**config.mk**
```make
export PLATFORM = sky130hd
export DESIGN_NAME = n101_deglitch_ctrl
export DESIGN_NICKNAME = d
export VERILOG_FILES = /design/src/rtl/n101_deglitch_ctrl.sv
export SDC_FILE = /design/constraint.sdc
export NUM_CORES = 1
export LEC_CHECK = 0
export BUFFER_PORTS_ARGS = -buffer_cell sky130_fd_sc_hd__buf_2
export CORE_MARGIN = 8
export CORE_UTILIZATION = 52
export CTS_CLUSTER_DIAMETER = 60
export DETAILED_ROUTE_END_ITERATION = 7
export PLACE_DENSITY = 0.77
export SYNTH_ARGS = -nofsm -noshare
export SYNTH_HDL_FRONTEND = slang
export SYNTH_SLANG_ARGS = --single-unit
export TNS_END_PERCENT = 1
```
**constraint.sdc**
```tcl
create_clock -name clock -period 2.5 [get_ports clock]
set_input_delay 0.375 -clock clock [delete_from_list [all_inputs] [get_ports clock]]
set_output_delay 0.375 -clock clock [all_outputs]
set_load 0.03 [all_outputs]
```
**src/rtl/n101_deglitch_ctrl.sv**
```systemverilog
// Debounce controller for always-on input pins: sync, prescaled sampling, N-sample qualify.
// Optional macro N101_DEGLITCH_FALL_IRQ_EN: committed falls also raise io_irq.
module n101_deglitch_ctrl #(
    parameter int PRESC_W = 16,
    parameter int CNT_W   = 4
) (
    input  logic               clock,
    input  logic               reset,
    input  logic               io_d,
    input  logic               io_en,
    input  logic [PRESC_W-1:0] io_presc,
    input  logic [CNT_W-1:0]   io_thresh,
    input  logic               io_irq_clr,
    output logic               io_q,
    output logic               io_rise,
    output logic               io_fall,
    output logic               io_irq,
    output logic               io_busy
);

`ifdef N101_DEGLITCH_FALL_IRQ_EN
    localparam logic FALL_IRQ = 1'b1;
`else
    localparam logic FALL_IRQ = 1'b0;
`endif

    localparam logic [CNT_W-1:0] CNT_ONE = CNT_W'(1);

    typedef enum logic [1:0] {
        DISABLED = 2'd0,
        STABLE   = 2'd1,
        QUALIFY  = 2'd2
    } state_t;

    state_t             state;
    state_t             state_n;
    logic               s1;
    logic               s2;
    logic [PRESC_W-1:0] pcnt;
    logic               tick;
    logic [CNT_W-1:0]   rcnt;
    logic [CNT_W-1:0]   rcnt_n;
    logic [CNT_W-1:0]   rcnt_inc;
    logic [CNT_W-1:0]   t_eff;
    logic               commit;
    logic               q_n;
    logic               rise_n;
    logic               fall_n;
    logic               irq_n;

    always_ff @(posedge clock or posedge reset) begin
        if (reset) begin
            s1 <= 1'b0;
            s2 <= 1'b0;
        end else begin
            s1 <= io_d;
            s2 <= s1;
        end
    end

    // >= lets a shrunk period take effect on the very next cycle
    assign tick = io_en && (pcnt >= io_presc);

    always_ff @(posedge clock or posedge reset) begin
        if (reset) begin
            pcnt <= '0;
        end else if (!io_en || tick) begin
            pcnt <= '0;
        end else begin
            pcnt <= pcnt + PRESC_W'(1);
        end
    end

    assign t_eff    = (io_thresh == '0) ? CNT_ONE : io_thresh;
    assign rcnt_inc = (&rcnt) ? rcnt : rcnt + CNT_ONE;

    always_comb begin
        state_n = state;
        rcnt_n  = rcnt;
        q_n     = io_q;
        commit  = 1'b0;
        if (!io_en) begin
            state_n = DISABLED;
            rcnt_n  = '0;
        end else begin
            unique case (state)
                DISABLED: begin
                    state_n = STABLE;
                    q_n     = s2;
                    rcnt_n  = '0;
                end
                STABLE: begin
                    if (tick && (s2 != io_q)) begin
                        if (t_eff == CNT_ONE) begin
                            commit = 1'b1;
                        end else begin
                            state_n = QUALIFY;
                            rcnt_n  = CNT_ONE;
                        end
                    end
                end
                QUALIFY: begin
                    if (tick) begin
                        if (s2 == io_q) begin
                            state_n = STABLE;
                            rcnt_n  = '0;
                        end else if (rcnt_inc >= t_eff) begin
                            commit = 1'b1;
                        end else begin
                            rcnt_n = rcnt_inc;
                        end
                    end
                end
                default: begin
                    state_n = DISABLED;
                    rcnt_n  = '0;
                end
            endcase
        end
        if (commit) begin
            q_n     = ~io_q;
            state_n = STABLE;
            rcnt_n  = '0;
        end
        rise_n = commit & ~io_q;
        fall_n = commit & io_q;
        // a set in the same cycle as a clear wins
        irq_n  = rise_n | (FALL_IRQ & fall_n) | (io_irq & ~io_irq_clr);
    end

    always_ff @(posedge clock or posedge reset) begin
        if (reset) begin
            state   <= DISABLED;
            rcnt    <= '0;
            io_q    <= 1'b0;
            io_rise <= 1'b0;
            io_fall <= 1'b0;
            io_irq  <= 1'b0;
        end else begin
            state   <= state_n;
            rcnt    <= rcnt_n;
            io_q    <= q_n;
            io_rise <= rise_n;
            io_fall <= fall_n;
            io_irq  <= irq_n;
        end
    end

    assign io_busy = (state == QUALIFY);

endmodule

```
==> summary.txt <==
Run status
  • Status: finished with violations
  • Violated checks: negative setup slack

Route
  • Drt total wl: 4310 µm
  • Drt pass-1 iters: 4
  • Via density per instance: 5.53
  • Remaining antenna violation count after routing: 0
  • Vias: 1730
  • Initial DRC count: 110
  • # DRC: 0
  • Avg WL per Cell: 13.8 µm

Synthesis
  • Post-synth top area share: 34.4%
  • Synthesized area: 2040 µm²
  • Number of synthesized flops with an enable pin: 0
  • Mapped Avg Cell Area: around 9.2 µm²
  • Cell accounting for the most synthesized area: dfrtp_1
  • Synthesized instance count: ~220
  • Post-synth top flop: dfrtp_1
  • Synth area leaders: dfrtp_1 34%, ha_1 16%, inv_1 5.5%, nor2_1 5.0%, xor2_1 3.4%
  • Yosys reg bits: 28
  • Synth warn: 0
  • Fraction of synthesis flops using an asynchronous set or reset pin: 100%
  • Seq/Total Area, Yosys: 34.4%
  • Synth cell types: between 40 and 50
  • Syn Nets: 272

Worst setup path
  • CP Data Required Time: 2.67 ns
  • Critical path data arrival time: 2.69 ns
  • Register-to-Register Path Depth: 11
  • Flop2flop setup slack: -0.02 ns
  • Crit end category: register
  • Worst reg2reg startpoint: rcnt[0]$_DFFE_PP0P_
  • R2r endpoint: io_q$_DFFE_PP0P_
  • Worst Setup Path Type: reg -> reg
  • Setup crit start kind: register
  • CP max FO: 3

Timing
  • Fin Hold WS: around 0.15 ns
  • Final period util: 101%
  • Slew Viols, Final: 0
  • Crit path time final: roughly 2.5 ns
  • Clk_skew: between 0.007 and 0.008 ns
  • Min setup slack post-route: -0.0180 ns
  • Worst-margin pin slew: 0.424 ns
  • # setup viols final: 1
  • Fin. Hold Viols: 0
  • RSZ-0062 raised after global routing: true
  • Fmax: 397 MHz
  • Worst slew margin: 71.6%

Pwr
  • Pwr Density: around 530 nW/µm²
  • Final Power: 1.30 mW
  • Leak: 1.26 nW
  • Worst ir drop on vdd: 0.000403 V

Global route
  • First-pass GRT wire length: 7550 µm
  • Grt ovf: 0
  • Initial antenna violation count: 0
  • Largest net degree at the start of global routing: 29
  • Number of global-route vias before repair: 1737
  • Global Route Usage Sum: 14.4%

Floorplan
  • Full die area: 6180 µm²
  • Die Y: 78.6 µm
  • Starting Density: 54.9%
  • Core area: 3720 µm²
  • I/O pin cnt: 30
  • Die X: 78.6 µm
  • Site row count: 22

Clock network
  • Clk pin slew, worst setup/hold paths: 0.10 ns
  • Longest Clk Path Bufs: 2
  • CTS Sinks: 28
  • Clk_lat worst skew: roughly 0.27 ns
  • Root Buffer: clkbuf_8
  • CTS buffer count: 3
  • CTS tree: done
  • Hold buffers post-CTS: 0
  • H-tree levels: 1

Layout
  • Sequential cell area: 701 µm²
  • Area of the multi-input gates: around 1300 µm²
  • FILL cells: 305
  • Share of cells above drive strength 1: 26.4%
  • Antenna diodes: 0
  • Layout area overhead: 20.5%
  • Nets@finish: between 300 and 400

Place
  • Routability cong.: 0.819
  • Post-DP HPWL: 3330 µm
  • I/O Buffers: 29

Hold path
  • HP Class: in -> async

Job
  • Number of max-cap violations: 0
==> metal layers <==
layer	global-route usage (%)	vias up	wire length, µm
li1	-	855	-
met1	18.0	837	1940
met2	24.5	34	2140
met3	3.08	4	205
met4	3.52	0	25
met5	0	-	0
==> what timing repair did <==
action | CTS | global route
pin swaps | 4 | 1
resized for setup | 6 | 3
buffers inserted | 3 | 0
setup endpoints to repair | 7 | 7
==> cell usage after synthesis (2+ instances only) <==
cell type  count
o21a_1         3
xnor2_1        7
nor3_2         3
o21ai_1        2
nand2b_1       2
a211oi_1       3
a211o_1        2
nor2_1        27
ha_1          26
dfrtp_1       28
clkbuf_1       2
xor2_1         8
nand3_1       11
o22ai_1        2
inv_1         30
o21ai_0        4
and3_1         7
nand2_1       12
nor3_1         3
nand4_1        5
a31oi_1        2
a21oi_1        5
==> critical path, cell delays in order, from the launching register on <==
cell	delay (ns)
dfrtp_1	0.40
ha_2	0.21
buf_4	0.14
nor3_1	0.17
a21oi_1	0.10
ha_1	0.29
o21a_1	0.11
nor2_1	0.05
o31a_1	0.27
or2_4	0.26
nand2b_4	0.15
a211o_1	0.25
==> cells in the final DEF (no fill, tap or decap), types with 4 or more instances in the layout <==
cell type / count
and3_1: 7
dfrtp_1: 28
nand2_1: 12
a21oi_1: 5
ha_1: 23
nor2_1: 26
xnor2_1: 6
o21ai_0: 4
buf_2: 29
inv_1: 30
buf_4: 14
nand3_1: 10
xor2_1: 8
nand4_1: 5
==> registers in the layout, summed over array words and instances (netlist names) <==
signal,count
io_q,1
io_rise,1
io_irq,1
io_fall,1
s2,1
s1,1
rcnt,4
pcnt,16
state,2
==> power breakdown <==
group	internal (mW)	total, mW	switching [mW]	leakage, nW
logic	0.206	0.430	0.224	0.841
clock network	0.214	0.356	0.142	0.0357
registers	0.478	0.513	0.0348	0.380
==> how the worst max path moves through the flow <==
stage / from / endpoint / slack, ns
after CTS: rcnt[0]$_DFFE_PP0P_ / io_q$_DFFE_PP0P_ / -0.03
after detailed placement: rcnt[0]$_DFFE_PP0P_ / io_q$_DFFE_PP0P_ / -0.07
after global placement: rcnt[0]$_DFFE_PP0P_ / io_q$_DFFE_PP0P_ / -0.02
after floorplan: rcnt[0]$_DFFE_PP0P_ / io_q$_DFFE_PP0P_ / 0.02
after global routing: rcnt[0]$_DFFE_PP0P_ / rcnt[0]$_DFFE_PP0P_ / -0.09
final: rcnt[0]$_DFFE_PP0P_ / io_q$_DFFE_PP0P_ / -0.02
==> cell type report <==
| class | count | share of cell area [%] |
|---|---|---|
| timing repair buffer | 43 | 10.2 |
| inverter | 30 | 4.58 |
| sequential | 28 | 28.5 |
| clock inverter | 1 | 1.22 |
| multi-input combinational | 160 | 51.4 |
| clock buffer | 3 | 1.68 |
| tap | 48 | 2.44 |
==> per-stage QoR <==
step	cells	instance area [µm²]	utilization, %	TNS, ns	setup slack (ns)
floorplan	221	2040	-	0	0.0192
global placement	306	2310	62.3	-0.0172	-0.0172
detailed placement	306	2310	62.3	-0.264	-0.0735
CTS	313	2440	65.7	-0.0286	-0.0286
global route	313	2460	66.1	-0.426	-0.0908
finish	313	2460	66.1	-0.0180	-0.0180
==> cells by family after synthesis <==
group	count (synthesis)	synth area share, %
and+or+nand+nor	80	21.0
AOI/OAI and AO/OA	37	14.8
buffers and inverters	33	6.13
DFF	28	34.4
adders and majority gates	26	16.0
xor gates and xnor gates	16	7.24
muxes	1	0.491
(Power assumes the default switching activity.)
